$ cat src/rtl/tx_stream_arbiter_if.sv
// AXI-stream bundle shared by NUM_SRC requesters and the single TX output.
// The arbiter uses the slave view; the environment driving the sources and
// the downstream ready uses the master view.
interface tx_stream_arbiter_if #(
  parameter int unsigned NUM_SRC = 2,
  parameter int unsigned DATA_W  = 256
);
  logic [NUM_SRC*DATA_W-1:0] s_tdata;
  logic [NUM_SRC-1:0]        s_tvalid;
  logic [NUM_SRC-1:0]        s_tlast;
  logic [NUM_SRC-1:0]        s_tready;
  logic [DATA_W-1:0]         m_tdata;
  logic                      m_tvalid;
  logic                      m_tlast;
  logic                      m_tready;

  modport slave (
    input  s_tdata, s_tvalid, s_tlast, m_tready,
    output s_tready, m_tdata, m_tvalid, m_tlast
  );

  modport master (
    output s_tdata, s_tvalid, s_tlast, m_tready,
    input  s_tready, m_tdata, m_tvalid, m_tlast
  );
endinterface

$ cat src/rtl/tx_stream_arbiter.sv
// Packet-granular round-robin arbiter in front of the TX MAC.
// A grant is held from the first beat until the tlast handshake, so beats of
// different sources never interleave. One bubble cycle per packet is spent
// in IDLE making the selection. Per-source completed-packet counters wrap.
module tx_stream_arbiter #(
  parameter int unsigned NUM_SRC = 2,
  parameter int unsigned DATA_W  = 256,
  parameter int unsigned SRC_W   = 3
) (
  input  logic                   clk,
  input  logic                   rst,
  input  logic [NUM_SRC-1:0]     i_src_enable,
  tx_stream_arbiter_if.slave     bus,
  output logic                   o_busy,
  output logic [SRC_W-1:0]       o_grant_id,
  output logic [NUM_SRC*32-1:0]  o_pkt_count
);

  typedef enum logic {
    S_IDLE,
    S_BUSY
  } state_t;

  state_t                   r_state;
  state_t                   w_next_state;
  logic [SRC_W-1:0]         r_grant_id;
  logic [SRC_W-1:0]         r_last_grant;
  logic [NUM_SRC-1:0][31:0] r_pkt_count;

  logic [NUM_SRC-1:0]       w_req;
  logic                     w_found;
  logic [SRC_W-1:0]         w_sel;
  int unsigned              w_idx;
  logic                     w_g_valid;
  logic                     w_g_last;
  logic                     w_xfer_last;
  logic [DATA_W-1:0]        w_m_tdata;
  logic                     w_m_tvalid;
  logic                     w_m_tlast;
  logic [NUM_SRC-1:0]       w_s_tready;

  assign w_req       = bus.s_tvalid & i_src_enable;
  assign w_g_valid   = bus.s_tvalid[r_grant_id];
  assign w_g_last    = bus.s_tlast[r_grant_id];
  assign w_xfer_last = (r_state == S_BUSY) && w_g_valid && bus.m_tready && w_g_last;

  // Round-robin pick: first requester after the most recent grant, wrapping.
  always_comb begin
    w_found = 1'b0;
    w_sel   = '0;
    w_idx   = 0;
    for (int unsigned k = 1; k <= NUM_SRC; k++) begin
      w_idx = (32'(r_last_grant) + k) % NUM_SRC;
      if (!w_found && w_req[w_idx]) begin
        w_found = 1'b1;
        w_sel   = SRC_W'(w_idx);
      end
    end
  end

  // State register.
  always_ff @(posedge clk) begin
    if (rst) begin
      r_state <= S_IDLE;
    end else begin
      r_state <= w_next_state;
    end
  end

  // Next-state and zero-latency datapath mux from the granted source.
  always_comb begin
    w_next_state = r_state;
    w_m_tdata    = '0;
    w_m_tvalid   = 1'b0;
    w_m_tlast    = 1'b0;
    w_s_tready   = '0;
    case (r_state)
      S_IDLE: begin
        if (w_found) begin
          w_next_state = S_BUSY;
        end
      end
      S_BUSY: begin
        w_m_tdata              = bus.s_tdata[r_grant_id*DATA_W +: DATA_W];
        w_m_tvalid             = w_g_valid;
        w_m_tlast              = w_g_last;
        w_s_tready[r_grant_id] = bus.m_tready;
        if (w_xfer_last) begin
          w_next_state = S_IDLE;
        end
      end
      default: w_next_state = S_IDLE;
    endcase
  end

  // Grant bookkeeping and per-source packet counters.
  always_ff @(posedge clk) begin
    if (rst) begin
      r_grant_id   <= '0;
      r_last_grant <= SRC_W'(NUM_SRC - 1);
      r_pkt_count  <= '0;
    end else begin
      if (r_state == S_IDLE && w_found) begin
        r_grant_id <= w_sel;
      end
      if (w_xfer_last) begin
        r_pkt_count[r_grant_id] <= r_pkt_count[r_grant_id] + 32'd1;
        r_last_grant            <= r_grant_id;
      end
    end
  end

  assign bus.m_tdata  = w_m_tdata;
  assign bus.m_tvalid = w_m_tvalid;
  assign bus.m_tlast  = w_m_tlast;
  assign bus.s_tready = w_s_tready;
  assign o_busy       = (r_state == S_BUSY);
  assign o_grant_id   = r_grant_id;
  assign o_pkt_count  = r_pkt_count;

endmodule

$ cat src/flat_wrapper.sv
// flat-port wrapper written by rule: the top's interface ports become plain ports
module tx_stream_arbiter_flat 
#(
  parameter int unsigned NUM_SRC = 2,
  parameter int unsigned DATA_W  = 256,
  parameter int unsigned SRC_W   = 3
)
  (clk, rst, i_src_enable, o_busy, o_grant_id, o_pkt_count, bus_s_tdata, bus_s_tvalid, bus_s_tlast, bus_m_tready, bus_s_tready, bus_m_tdata, bus_m_tvalid, bus_m_tlast);
  tx_stream_arbiter_if #(.NUM_SRC(NUM_SRC), .DATA_W(DATA_W)) bus_i ();
  input  logic clk;
  input  logic rst;
  input  logic [NUM_SRC-1:0] i_src_enable;
  output logic o_busy;
  output logic [SRC_W-1:0] o_grant_id;
  output logic [NUM_SRC*32-1:0] o_pkt_count;
  input wire logic [$bits(bus_i.s_tdata)-1:0] bus_s_tdata;
  input wire logic [$bits(bus_i.s_tvalid)-1:0] bus_s_tvalid;
  input wire logic [$bits(bus_i.s_tlast)-1:0] bus_s_tlast;
  input wire logic [$bits(bus_i.m_tready)-1:0] bus_m_tready;
  output wire logic [$bits(bus_i.s_tready)-1:0] bus_s_tready;
  output wire logic [$bits(bus_i.m_tdata)-1:0] bus_m_tdata;
  output wire logic [$bits(bus_i.m_tvalid)-1:0] bus_m_tvalid;
  output wire logic [$bits(bus_i.m_tlast)-1:0] bus_m_tlast;
  assign bus_i.s_tdata = bus_s_tdata;
  assign bus_i.s_tvalid = bus_s_tvalid;
  assign bus_i.s_tlast = bus_s_tlast;
  assign bus_i.m_tready = bus_m_tready;
  assign bus_s_tready = bus_i.s_tready;
  assign bus_m_tdata = bus_i.m_tdata;
  assign bus_m_tvalid = bus_i.m_tvalid;
  assign bus_m_tlast = bus_i.m_tlast;
  tx_stream_arbiter #(.NUM_SRC(NUM_SRC), .DATA_W(DATA_W), .SRC_W(SRC_W)) u_core (.clk(clk), .rst(rst), .i_src_enable(i_src_enable), .bus(bus_i), .o_busy(o_busy), .o_grant_id(o_grant_id), .o_pkt_count(o_pkt_count));
endmodule
$ cat config.mk
export PLATFORM = sky130hd
export DESIGN_NAME = tx_stream_arbiter_flat
export DESIGN_NICKNAME = d
export VERILOG_FILES = /design/src/rtl/tx_stream_arbiter_if.sv /design/src/rtl/tx_stream_arbiter.sv /design/src/flat_wrapper.sv
export SDC_FILE = /design/constraint.sdc
export NUM_CORES = 1
export LEC_CHECK = 0
export BUFFER_PORTS_ARGS = -buffer_cell sky130_fd_sc_hd__buf_2
export CORE_AREA = 2 2 334 336
export CTS_CLUSTER_DIAMETER = 100
export DETAILED_ROUTE_END_ITERATION = 8
export DIE_AREA = 0 0 336 338
export PLACE_DENSITY = 0.3
export SYNTH_ARGS = -nofsm -noshare
export SYNTH_HDL_FRONTEND = slang
export SYNTH_SLANG_ARGS = --single-unit
$ cat constraint.sdc
create_clock -name clk -period 4.7 [get_ports clk]
set_clock_uncertainty 0.05 [all_clocks]
set_input_delay 0.705 -clock clk [delete_from_list [all_inputs] [get_ports clk]]
set_output_delay 0.705 -clock clk [all_outputs]
set_load 0.005 [all_outputs]
## Yosys cells after proc, flatten, opt, wreduce, memory -nomap -nowiden

Cells that the tools add are included.

| cells by class | value |
|---|---|
| add/subtract/negate cells | 3 |
| $lt $le $gt $ge | 4 |
| shifts and indexed selects | 1 |
| multiplexer cells | 26 |
| bitwise logic cells | 3 |
| reductions and logical operators | 7 |

Operators by type and width:

| cell | count |
|---|---|
| $shiftx 512x12->256 | 1 |
| $mux 256 | 1 |
| $mux 32 | 3 |
| $bwmux 64 | 1 |
| $add 32x1->32 const B | 1 |
| $demux 32 s1 | 1 |
| $mux 1 | 16 |
| $logic_and 1x1->1 | 6 |
| $and 2x2->2 | 2 |
| $lt 1x2->1 const B | 2 |
| $ge 3x1->1 const B | 1 |
| $lt 3x2->1 const B | 1 |
| $mux 3 | 1 |
| $add 1x1->1 const B | 2 |
| $mux 2 | 1 |
| $pmux 1 s2 | 1 |
| $demux 1 s1 | 1 |
| $logic_not 1->1 | 1 |
| $not 1->1 | 1 |

| word-level totals | value |
|---|---|
| bits in registers | 69 |
| input port bits | 521 |
| output and inout port bits | 328 |
| logic and storage cells | 49 |

## Longest topological paths before layout

Gate-level depths: netlist (run 1).

| depth | value |
|---|---|
| word-level depth | 9 |
| mapped depth | 14 |
| gate-level depth less buffers | 8 |

## Worst setup path after synthesis (run 1)

Ideal clock, no wire load.

| path | value |
|---|---|
| path type | reg2reg |
| start point | register u_core.r_grant_id[0], in the netlist u_core.o_grant_id[0] |
| end point | register u_core.r_pkt_count, in the netlist u_core.o_pkt_count[60] |
| setup time | 121 ps |
| arrival | 3,441 ps |
| data required time | 4,529 ps |
| setup slack | 1,088 ps |
| cell stages (with the launch flop) | 14 |
| path buffers | 6 |
| clock period less this slack | 3,612 ps |
| path through | dfxtp_1 buf_4 buf_2 buf_2 buf_2 buf_1 buf_1 mux2_2 ha_1 inv_1 a211oi_1 nand3_1 nor4_1 mux2_2 |

| between the ends | value |
|---|---|
| word-level cells in the longest chain between the ends | 5 |
| elaborated cells on any way between the ends | 16 |
| classes of those cells | add/sub (1); order compare (2); mux (9); reduce/logical (4) |

Ends and longest elaborated chain:

| item | line | text |
|---|---|---|
| from (decl) | tx_stream_arbiter.sv:26 | `logic [SRC_W-1:0] r_grant_id;` |
| from (signal assigned) | tx_stream_arbiter.sv:104 | `r_grant_id <= w_sel;` |
| branches (longest 5 deep; another with $add 32x1->32) | n/a |  |
| to (signal, indexed assignment) | tx_stream_arbiter.sv:107 | `r_pkt_count[r_grant_id] <= r_pkt_count[r_grant_id] + 32'd1;` |
| to (decl) | tx_stream_arbiter.sv:28 | `logic [NUM_SRC-1:0][31:0] r_pkt_count;` |

Several ways; the timed one is not identified. The select of a mux whose other input is x is not followed.
A chain may end at the register's enable or synchronous reset.

## Final worst setup path (run 1)

| path | value |
|---|---|
| start point | register u_core.r_grant_id[0], in the netlist u_core.o_grant_id[0] |
| end point | output port bus_m_tdata[49] |

| between the ends | value |
|---|---|
| word-level cells in the longest chain between the ends | 2 |

Ends and longest elaborated chain:

| item | line | text |
|---|---|---|
| $shiftx 512x12->256 | tx_stream_arbiter.sv:84 | `w_m_tdata = bus.s_tdata[r_grant_id*DATA_W +: DATA_W];` |
| $mux 256 | tx_stream_arbiter.sv:77 | `case (r_state)` |
| to (decl) | flat_wrapper.sv:21 | `output wire logic [$bits(bus_i.m_tdata)-1:0] bus_m_tdata;` |

Every way passes these cells.

==> results of run 1 <==
-- kinds of logic (layout without fill, tap and decap cells) --
| kind of cell | Yosys count | in the layout | share of synthesized area (%) |
|---|---|---|---|
| multiplexers | 273 | 273 | 34.52 |
| adder cells (fa/ha/maj) | 1 | 1 | 0.1571 |
| AO/OA/AOI/OAI | 65 | 65 | 5.436 |
| other | 1 | 10 | 0.04709 |
| buffers and inverters | 88 | 878 | 4.478 |
| XOR/XNOR | 32 | 32 | 3.519 |
| AND/OR/NAND/NOR | 472 | 472 | 35.00 |
| flip-flops | 67 | 67 | 16.84 |
-- per-stage QoR --
stage | utilization [%] | setup slack [ns] | cell area (um2)
floorplan | - | 1.088 | 7968
global placement | 12.61 | 1.245 | 13880
global route | 12.86 | 0.7602 | 14150
CTS | 12.86 | 0.8961 | 14150
finish | 12.87 | 0.9039 | 14170
detailed placement | 12.61 | 1.258 | 13880
-- metal layers --
metal | GRT usage [%] | vias to the layer above
met5 | 0 | -
met4 | 1.641 | 34
met3 | 4.531 | 127
met2 | 17.37 | 605
met1 | 16.15 | 4820
li1 | - | 5061
-- final cells by class --
cell class | count | area (um2) | area share [%]
inverter | 4 | 15.01 | 0.1060
antenna | 8 | 20.02 | 0.1413
clock buffer | 11 | 242.7 | 1.713
clock inverter | 4 | 27.53 | 0.1943
multi-input combinational | 845 | 6270 | 44.25
tap | 1488 | 1862 | 13.14
timing repair buffer | 859 | 4384 | 30.94
sequential | 67 | 1349 | 9.519
-- power by group --
group          internal (mW)  leakage [nW]  switching [mW]
Clock                  0.369         0.135           0.266
Sequential             0.570         0.541          0.0168
Combinational          0.464          5.69           0.468
Total                   1.40          6.37           0.751
-- critical path, stage by stage (launching register included) --
cell and delay [ns]:
sky130_fd_sc_hd__dfxtp_4 0.74, sky130_fd_sc_hd__buf_12 0.40, sky130_fd_sc_hd__buf_12 0.44, sky130_fd_sc_hd__mux2i_1 0.64, sky130_fd_sc_hd__nor2b_1 0.13, sky130_fd_sc_hd__buf_2 0.17
-- flip-flops by register name (all words and copies together), names as in the netlist --
name / flops
u_core.o_busy: 1
u_core.o_grant_id: 1
u_core.r_last_grant: 1
u_core.o_pkt_count: 64
-- final timing paths --
kind	startpoint	depth (start not counted)	endpoint
setup / recovery	u_core.o_grant_id[0]$_SDFFE_PP0P_	5	bus_m_tdata[49]
hold / removal	u_core.o_pkt_count[63]$_SDFFE_PP0P_	2	u_core.o_pkt_count[63]$_SDFFE_PP0P_
setup reg to reg	u_core.o_grant_id[0]$_SDFFE_PP0P_	5	u_core.o_pkt_count[28]$_SDFFE_PP0P_
hold reg to reg	u_core.o_pkt_count[63]$_SDFFE_PP0P_	2	u_core.o_pkt_count[63]$_SDFFE_PP0P_
-- layout by cell type (no fill, tap or decap), drive strengths merged, types with 2 or more instances in the layout --
cell type	n
clkinv	4
inv	4
mux2i	260
nor2b	270
nor3	14
or3	9
xnor2	6
nand3	35
a211o	5
o21ai	12
and4b	3
nand4	16
a21oi	20
and4	4
nor2	50
a32o	2
clkbuf	11
conb	2
nand3b	15
diode	8
mux2	13
or4	3
a22o	2
o31ai	3
xor2	26
or4b	2
a22oi	9
dfxtp	67
buf	859
nor4	8
and2	2
nand4b	3
nor3b	4
a222oi	3
o41ai	2
nand2	28
nand2b	3
==> results.txt, run 1 <==
- The flow ran to the end, and the final reports show no timing, DRC or antenna violations.
- VDD IR-drop max: about 0.00015 V
- Number of enable-type register cells in the synthesized netlist: 0
- Yosys warns: 0
- Worst Path Class, Setup: flop to output port
- After layout, the minimum clock period comes to approximately 3.8 ns.
- After synthesis, flip-flops and latches occupy roughly 17% of the total area.
* Remaining number of nets flagged by the antenna check after routing: 0
* Top cells by area in the synthesized netlist: sky130_fd_sc_hd__mux2i_1 (33%), sky130_fd_sc_hd__nor2b_1 (21%), sky130_fd_sc_hd__dfxtp_1 (17%), sky130_fd_sc_hd__xor2_1 (2.9%), sky130_fd_sc_hd__nor2_1 (2.4%)
- sky130_fd_sc_hd__mux2i_1 takes more of the synthesized area than any other cell.
- Along the worst path, the maximum fanout reaches 76.
* Unrepaired setup endpoints after global routing: no
- For the worst-skew pair, the clock arrives at the later sink with an insertion delay of 0.34 ns.
- Number of non-filler instances in the completed layout: ~3,300
- Net total in the final layout: 2,308
- Drt pass-1 iters: 5
- Vias in the first global route: a little over 10,000
- Using the TritonRoute via totals, the vias-per-cell ratio works out to between 3 and 4.
- The min-delay analysis places its worst path in the category flop to flop.
* Site Rows: 122
- In this run the mean area of a mapped cell was 7.972 um2.
* Mapped cell area: between 7000 and 8000 um2
- The worst setup path is captured at an output port.
* Post-synthesis cell count: approximately 1,000
* Relative slew slack: 28.60%
- The number of placed instances, taps included, is around 3,300.
- By count the netlist is led by sky130_fd_sc_hd__nor2b_1 (270), sky130_fd_sc_hd__mux2i_1 (260), sky130_fd_sc_hd__dfxtp_1 (67).
- Summing over every cut layer, the via total after detailed routing is between 10,000 and 15,000.
- Setup violations remaining at the end of the flow were counted as 0.
* Drt total wl: 72.86 mm
- Pin placement for this block handled about 850 I/O pins.
- Number of distinct library cells after synthesis: 52
- Number of hold-repair buffers added at the cts stage: 0
* Met1 wire length: ~34 mm
* Global route total overflow: 0
- Post-cts resize count: 0
- Synth Flop Type: sky130_fd_sc_hd__dfxtp_1
* DRC: 0
* Count of port buffers added during placement: ~850
* Leakage: ~6.4 nW
- Critical path arrival: about 3 ns
- After synthesis, the share of flip-flops with an asynchronous set or reset is 0%.
- Counting the buffers created by CTS gives 9.
* Top metal layer carrying routed signals: met5
* Required time at the endpoint of the critical path: 3.94 ns
- Transition time at the pin with the least slew margin: 1.071 ns
- Number of sinks driven by the clock tree: 67
- Fraction of synthesized cell area taken by the top area cell type: roughly 33%
- Across all hold checks on the routed design, the worst slack comes to 0.4424 ns.
* Die Height: approximately 340 um
* Maximum number of pins on one net before global-route repair: 208
- Gp weighted congestion: 0.7688
- Once the floorplan was initialized, standard cells occupied a little over 7% of the core.
* Number of DRC markers in iteration 0: a little under 500
- Width of the chip: approximately 340 um
- Max-cap violations in this run came to 0.
- Met3 Wirelength: around 6.9 mm
* Fraction of layout instances using a drive strength above 1: approximately 50%
- In this run the standard cell core region covers between 100,000 and 150,000 um2.
- The first global-routing pass estimated 90.82 mm of wire.
- By instance count, the leading cell after synthesis is sky130_fd_sc_hd__nor2b_1.
- Number of pins with negative max-slew slack in the final report: 0
- Number of fill cells: 12,940
- Hold Vio Cnt, Final: 0
* Startpoint types: flop
* Fin Setup TNS: 0 ns
* Power per cell area: about 150 nW/um2
- The clock passes through at most 2 buffers.
- In the final routed layout, each cell accounts on average for 22.17 um.
* Timing-limited maximum frequency: roughly 260 MHz
- The initial antenna violation count came to 56.
* Post-route fraction of the period consumed by the critical path: 80.77%
* Count of H-tree levels built during CTS: 3
* Relative area change from synthesis to final layout: 77.93%
* Clock transition at path regs: approximately 0.05 ns
- Internal reg-to-reg setup slack: approximately 1.5 ns
* Half-perimeter wire length after detailed placement: between 60 and 70 mm
- Power comes to around 2.2 mW.
- GRT Resource Usage Total: 11.69%
* Detailed route wirelength on metal2: just over 30 mm
- The floorplan step defined a die boundary enclosing between 100,000 and 150,000 um2.
* Setup fix buffers added after clock tree synthesis: 0
- TritonCTS clock tree: done
* Seq cells post-synth: 67
- Clock tree synthesis selected as its root buffer the cell sky130_fd_sc_hd__clkbuf_16.
Power figures use the tool's default switching activity.
==> run 2, diff against run 1 <==
ABC_AREA = 1   (was unset)
CORE_AREA = 2 2 329 331   (was 2 2 334 336)
DIE_AREA = 0 0 331 333   (was 0 0 336 338)
clock period = 3.95 ns   (was 4.7 ns; I/O delays follow)
==> results.txt, run 2 <==
* Gp weighted congestion: 0.9198 (+20%)
- The setup-violating endpoint count in the final report is 0 (unchanged).
- The remaining antenna violation count is 0 (unchanged).
* Clock latency of the later-clocked register in the worst-skew pair: 0.35 ns (about the same)
* Seq cells post-synth: 67 (unchanged)
- The via count of the first global-routing pass is 12,720 (+25%).
* Leading cell type in the layout, fill and taps excluded: sky130_fd_sc_hd__buf_2
- Fraction of synthesized cell area taken by the top area cell type: 27.84% (-4.8 points)
- The worst setup path is launched from a flop.
- The clock period could shrink to ~3.2 ns.
* DRC: 0 (unchanged)
- The final HPWL from detailed placement is 75.28 mm (+17%).
* Standard cell with the maximum stage delay on the critical path: sky130_fd_sc_hd__dfxtp_4
- The count of different cell masters after synthesis was 34 (-35%).
- The post-layout utilization of the core came to 12.73% (-0.14 points).
* Top cells by area in the synthesized netlist: sky130_fd_sc_hd__nor2_1 (28%), sky130_fd_sc_hd__o21ai_0 (19%), sky130_fd_sc_hd__dfxtp_1 (18%), sky130_fd_sc_hd__nand2_1 (13%), sky130_fd_sc_hd__clkbuf_1 (3.1%)
- Boundary Pins: 849 (unchanged)
- The number of post-CTS setup repair buffers came to 0 (unchanged).
* Mapped cell area: 7537 um2 (-5.4%)
* Total number of vias: 12,940 (+22%)
- The slew at the pin with the worst max-slew slack was 0.9513 ns (-0.1197 ns).
* Post-route fraction of the period consumed by the critical path: between 80% and 90%
* GRT Resource Usage Total: 14.89% (+3.2 points)
- The tree is rooted in a sky130_fd_sc_hd__clkbuf_16.
- The final max-slew violation count is 0 (unchanged).
- The count of flip-flops with a built-in enable after synthesis was 0 (unchanged).
- Commonest cells after routing, fill and taps aside: sky130_fd_sc_hd__buf_2 (846), sky130_fd_sc_hd__nor2_1 (558), sky130_fd_sc_hd__o21ai_0 (279), sky130_fd_sc_hd__nand2_1 (257), sky130_fd_sc_hd__dfxtp_1 (65)
* Number of buffers between clock root and the deepest sink: 2 (unchanged)
- Count of port buffers added during placement: 846 (unchanged)
- Fraction of layout instances using a drive strength above 1: 41.07% (-8.8 points)
- Maximum net fanout on the critical path: 51 (-33%)
- Critical path arrival: 2.52 ns (-0.52 ns)
- Die Height: 333 um (-1.5%)
- The maximum vdd drop came to 0.0001854 V (+24%).
- Routed wirelength normalized by instance count: 23.53 um (+6.1%)
- Fin Setup TNS: 0 ns (unchanged)
* Total clock buffers created by CTS: 9 (unchanged)
- The largest total area in the synthesized netlist belongs to sky130_fd_sc_hd__nor2_1.
* Count of H-tree levels built during CTS: 3 (unchanged)
* Maximum number of pins on one net before global-route repair: 128 (-38%)
- TritonCTS clock tree: done
* Site Rows: 120 (-1.6%)
- Core Footprint: 106,600 um2 (-3.1%)
* Leakage: 7.333 nW (+15%)
- Antenna violations before repair: 82 (+46%)
* CP max stage delay: 0.82 ns (+0.08 ns)
- Asr flop ratio synth: 0% (unchanged)
- Worst Path Class, Setup: flop to output port
- MaxCap Viol Count: 0 (unchanged)
- The sequential share of the synthesized area is 17.80% (+0.95 points).
- The layout filler cell count is 12,860 (-0.57%).
- The tightest min-delay check is of the flop to flop type.
- Timing-limited maximum frequency: ~320 MHz
* Leading cell types by count after synthesis: sky130_fd_sc_hd__nor2_1 (559), sky130_fd_sc_hd__o21ai_0 (279), sky130_fd_sc_hd__nand2_1 (257)
- The horizontal extent of the die is 331 um (-1.5%).
* Cell chain of the critical path: buf_4 > o21ai_0 > nor2_1 > buf_2
- The power density of the placed cells is 193.7 nW/um2 (+27%).
- Result of the run: complete, no violations
- The routed wire length is 86.58 mm (+19%).
- Wire length of the first global-routing pass: 111.8 mm (+23%)
- Drt pass-1 iters: 5 (unchanged)
- The mean instance size in the synthesized netlist was 5.076 um2 (-36%).
* Post-synthesis cell count: 1,485 (+49%)
- Number of hold-repair buffers added at the cts stage: 0 (unchanged)
* Endpoint kind of the worst setup timing path: output port
- Net total in the final layout: 2,779 (+20%)
* Yosys warns: 0 (unchanged)
* Final Instance Area: 13,570 um2 (-4.2%)
- The total congestion overflow after global routing is 0 (unchanged).
- The starting density of the core came to 7.070% (-0.17 points).
- The number of flip-flops under the largest register name was 64 (unchanged).
- Setup repair after global routing left no endpoint under its margin.
* Synth Flop Type: sky130_fd_sc_hd__dfxtp_1
- Hold Vio Cnt, Final: 0 (unchanged)
* Post-detailed-route via-to-cell ratio: 3.517 (+8.5%)
* Post-cts resize count: 0 (unchanged)
- Number of DRC markers in iteration 0: 864 (+76%)
- The worst max-slew margin expressed relative to the limit is 36.58% (+8.0 points).
- The critical path required time was 3.31 ns (-0.63 ns).
- Count leader, synth: sky130_fd_sc_hd__nor2_1
* Die footprint: 110,200 um2 (-2.9%)
* Relative area change from synthesis to final layout: 80.05%
- Number of sinks driven by the clock tree: 67 (unchanged)
* Placement Cell Area: 13,270 um2 (-4.4%)
- Clock transition at path regs: 0.06 ns (about the same)
run 2: cell count changes in the layout (fill, tap and decap cells not counted), moves of 18 or more:
cell                      before  now
sky130_fd_sc_hd__nor2_1       50  558
sky130_fd_sc_hd__nand2_1      28  257
sky130_fd_sc_hd__xor2_1       26    8
sky130_fd_sc_hd__inv_1         4   63
sky130_fd_sc_hd__o21ai_0      12  279
sky130_fd_sc_hd__nor2b_1     270    0
sky130_fd_sc_hd__mux2i_1     260    0
run 2: per-stage QoR:
| stage | worst slack (ns) | cells | hold WS [ns] | power [mW] |
|---|---|---|---|---|
| floorplan | 1.919 | 1486 | 0.4010 | 1.134 |
| global placement | 1.153 | 3649 | 0.4130 | 1.908 |
| detailed placement | 1.195 | 3649 | 0.4110 | 1.900 |
| CTS | 0.8052 | 3665 | 0.4251 | 2.684 |
| global route | 0.6858 | 3673 | 0.4425 | 2.807 |
| finish | 0.7852 | 3680 | 0.4183 | 2.628 |
run 2: path summary, 6_finish.rpt:
path                                                          start                             endpoint  slack (ns)  cells after the start
worst max-delay path                       u_core.o_busy$_SDFF_PP0_                      bus_m_tdata[46]        0.79                      4
worst min-delay path            u_core.o_pkt_count[55]$_SDFFE_PP0P_  u_core.o_pkt_count[55]$_SDFFE_PP0P_        0.42                      2
worst max register to register    u_core.o_grant_id[0]$_SDFFE_PP0P_  u_core.o_pkt_count[16]$_SDFFE_PP0P_        1.19                      8
worst min register to register  u_core.o_pkt_count[55]$_SDFFE_PP0P_  u_core.o_pkt_count[55]$_SDFFE_PP0P_        0.42                      2
run 2: cell families after synthesis:
group,synth area share [%]
flops,17.80
fa+ha+maj,0.1660
simple gates,46.81
buf+inv,10.33
other cells,0.04975
compound gates,23.57
xor+xnor,1.278
run 2: routing by layer:
metal  GRT usage (%)  share of wire (%)  wire length, um  vias to the layer above
met5               0               0.30              263                        -
met4           1.859                1.7             1504                       42
met3           4.897                9.6             8290                      139
met2           25.19                 46            40040                      675
met1           18.68                 42            36480                     5827
li1                -                  -                -                     6258
run 2: critical path: cells and delay by family (launching register included):
kind            cells  cell delay [ns]
flops               1             0.82
compound gates      1             0.14
simple gates        1             0.45
buf+inv             2             0.66
run 2: final cells by class:
class	count	area, um2	area share, %
antenna	15	37.54	0.2766
clock buffer	14	254.0	1.872
clock inverter	2	12.51	0.09220
inverter	67	264.0	1.945
multi-input combinational	1243	5429	40.01
sequential	67	1349	9.939
tap	1403	1755	12.94
timing repair buffer	869	4469	32.93
run 2: report_power, final:
part,internal [mW],leakage (nW),switching (mW),total (mW)
clock network,0.442,0.127,0.315,0.757
registers,0.688,0.542,0.0335,0.721
logic,0.450,6.66,0.699,1.15
==> run 3, diff against run 2 <==
CORE_AREA = 2 2 334 336   (was 2 2 329 331)
DIE_AREA = 0 0 336 338   (was 0 0 331 333)
clock period = 2.7 ns   (was 3.95 ns; I/O delays follow)
==> results.txt, run 3 (synthesized netlist as in run 2, its figures left out) <==
- DRC: 0 (unchanged)
- The number of flip-flops under the largest register name was 64 (unchanged).
- The internal reg-to-reg setup slack came to 0.31 ns (-0.88 ns).
- Static timing analysis puts the maximum clock frequency at a little under 400 MHz.
* Number of non-filler instances in the completed layout: 3,783 (+2.8%)
- Unrepaired setup endpoints after global routing: no
* Clock transition at path regs: 0.06 ns (about the same)
- The aggregate global-route resource usage came to 14.19% (-0.70 points).
- Total clock buffers created by CTS: 9 (unchanged)
- The total of buffers placed on input and output ports came to 846 (unchanged).
- The row count is 122 (+1.7%).
- In this run the most critical hold path is launched from i_src_enable[1].
- The critical path goes through buf_12 > buf_12 > o21ai_0 > nor2_1 > buf_2.
- The starting density of the core was 6.848% (-0.22 points).
- Commonest cells after routing, fill and taps aside: sky130_fd_sc_hd__buf_2 (846), sky130_fd_sc_hd__nor2_1 (558), sky130_fd_sc_hd__o21ai_0 (278), sky130_fd_sc_hd__nand2_1 (257), sky130_fd_sc_hd__dfxtp_1 (65)
- The routed wire length came to 85.85 mm (-0.84%).
- Die Height: 338 um (+1.5%)
- The slew at the pin with the worst max-slew slack was 0.8387 ns (-0.1126 ns).
* Net total in the final layout: 2,803 (+0.86%)
- The placed instance count is 3,756 (+2.9%).
- Endpoints failing setup: 0 (unchanged)
- Count of H-tree levels built during CTS: 3 (unchanged)
- The layout filler cell count was 13,170 (+2.4%).
- Number of hold-repair buffers added at the cts stage: 0 (unchanged)
- The mean number of vias per cell was 3.397 (-3.4%).
* Number of buffer and inverter instances along the worst setup path: 3 (+1)
* CP most frequent cell: sky130_fd_sc_hd__buf_12
- The tightest min-delay check is of the input port to flop type.
* CP max stage delay: 0.48 ns (-0.34 ns)
- The largest driver fanout on the critical path is 111 (+120%).
- Maximum number of pins on one net before global-route repair: 112 (-13%)
- The count of maximum capacitance violations is 0 (unchanged).
- Number of DRC markers in iteration 0: 826 (-4.4%)
- Global route total overflow: 0 (unchanged)
- Endpoint kind of the worst setup timing path: output port
- Kind of cell adding the most delay to the critical path: buffers and inverters
* Width of the chip: 336 um (+1.5%)
- The last weighted congestion value of the routability-driven placer was 0.9017 (-2.0%).
* Hold slack final: 0.2948 ns (-0.1235 ns)
- On the critical path, the stage with the largest delay is an instance of sky130_fd_sc_hd__dfxtp_4.
- The total via count in the routed design came to 12,850 (-0.69%).
* Worst Path Class, Setup: flop to output port
* VDD IR-drop max: 0.0002874 V (+55%)
* Relative area change from synthesis to final layout: 85.99%
- The final max-slew violation count was 0 (unchanged).
* Worst R2R Path Depth: 12 (+4)
- The total die area is 113,600 um2 (+3.0%).
- The via count of the first global-routing pass is 12,430 (-2.3%).
- Drt pass-1 iters: 5 (unchanged)
- Startpoint types: flop
- Half-perimeter wire length after detailed placement: 75.67 mm (+0.52%)
* Required time at the endpoint of the critical path: 2.25 ns (-1.06 ns)
* Number of sinks driven by the clock tree: 67 (unchanged)
- The run finished with clean final reports.
- The final count of hold timing violations came to 0 (unchanged).
* Number of cells on the worst hold path: 3 (+1)
- Fraction of layout instances using a drive strength above 1: 41.82% (+0.75 points)
- The worst max-slew margin expressed relative to the limit was 43.50% (+6.9 points).
* WHS Endpoint: u_core.o_grant_id[0]$_SDFFE_PP0P_
* Routed wirelength normalized by instance count: 22.69 um (-3.5%)
* Launch point of the worst path: u_core.o_grant_id[0]$_SDFFE_PP0P_
- Critical path arrival: 2.15 ns (-0.37 ns)
* Wire length of the first global-routing pass: 109.6 mm (-1.9%)
- TritonCTS clock tree: done
- The power density of the placed cells is 294.8 nW/um2 (+52%).
- Clock latency of the later-clocked register in the worst-skew pair: 0.35 ns (about the same)
* Antenna violations before repair: 72 (-12%)
- Cell at the root of the clock tree: sky130_fd_sc_hd__clkbuf_16
* Fin Setup TNS: 0 ns (unchanged)
- Leading cell type in the layout, fill and taps excluded: sky130_fd_sc_hd__buf_2
- The worst register-to-register path ends at u_core.o_pkt_count[14]$_SDFFE_PP0P_.
- The number of ports placed on the die boundary came to 849 (unchanged).
* Remaining number of nets flagged by the antenna check after routing: 0 (unchanged)
- The worst path in the final design needs a cycle of about 2.6 ns, including I/O delays and setup.
* Beginning of the worst register-to-register path: u_core.o_grant_id[0]$_SDFFE_PP0P_
* Post-route fraction of the period consumed by the critical path: a little over nine tenths
- Leakage: 7.514 nW (+2.5%)
- Number of buffers between clock root and the deepest sink: 2 (unchanged)
- Core Footprint: 110,100 um2 (+3.2%)
## run 3: worst max-delay path by stage
stage                                           to  slack (ns)  depth (start not counted)
2_1_floorplan  u_core.o_pkt_count[14]$_SDFFE_PP0P_        0.82                         11
3_3_place_gp   u_core.o_pkt_count[11]$_SDFFE_PP0P_        0.20                         11
3_5_place_dp   u_core.o_pkt_count[11]$_SDFFE_PP0P_        0.23                         11
4_1_cts                            bus_m_tdata[47]       0.007                          5
5_1_grt                            bus_m_tdata[94]       0.006                          7
6_report                          bus_m_tdata[195]         0.1                          5
## run 3: final cells by class
class / instances / area, um2 / share of cell area, %
tap: 1488 / 1862 / 13.28
multi-input combinational: 1243 / 5429 / 38.73
clock inverter: 5 / 83.83 / 0.5980
sequential: 67 / 1349 / 9.622
clock buffer: 11 / 242.7 / 1.732
inverter: 67 / 264.0 / 1.883
timing repair buffer: 893 / 4766 / 34.00
antenna: 9 / 22.52 / 0.1607
## run 3: what timing repair did
item | in CTS | in global routing
resized for setup | 1 | 1
gates cloned | 0 | 0
endpoints found under the setup margin | 14 | 10
setup buffers | 2 | 0
## run 3: tightest hold or removal path, stage by stage
cell,delay [ns]
sky130_fd_sc_hd__buf_2,0.10
sky130_fd_sc_hd__o2111ai_1,0.08
sky130_fd_sc_hd__a21oi_1,0.06
## run 3: report_power, final
group	internal, mW	switching, mW
sequential	1.01	0.0380
combinational	0.702	1.05
clock	0.839	0.500
total	2.55	1.59
## run 3: metrics by stage
step	power (mW)	cell area, um2	worst slack, ns	utilization [%]
6_report	4.133	14020	0.09659	12.74
5_1_grt	4.372	14020	0.005623	12.74
4_1_cts	4.185	13990	0.006753	12.71
3_5_place_dp	2.827	13650	0.2283	12.40
3_3_place_gp	2.836	13650	0.1985	12.40
2_1_floorplan	1.659	7541	0.8167	-
## run 3: per-layer routing
metal	GRT usage, %	part of all wire, %	up-vias
li1	-	-	6305
met1	17.30	42	5789
met2	24.43	47	604
met3	4.737	9.1	124
met4	2.299	1.5	30
met5	0	0.21	-
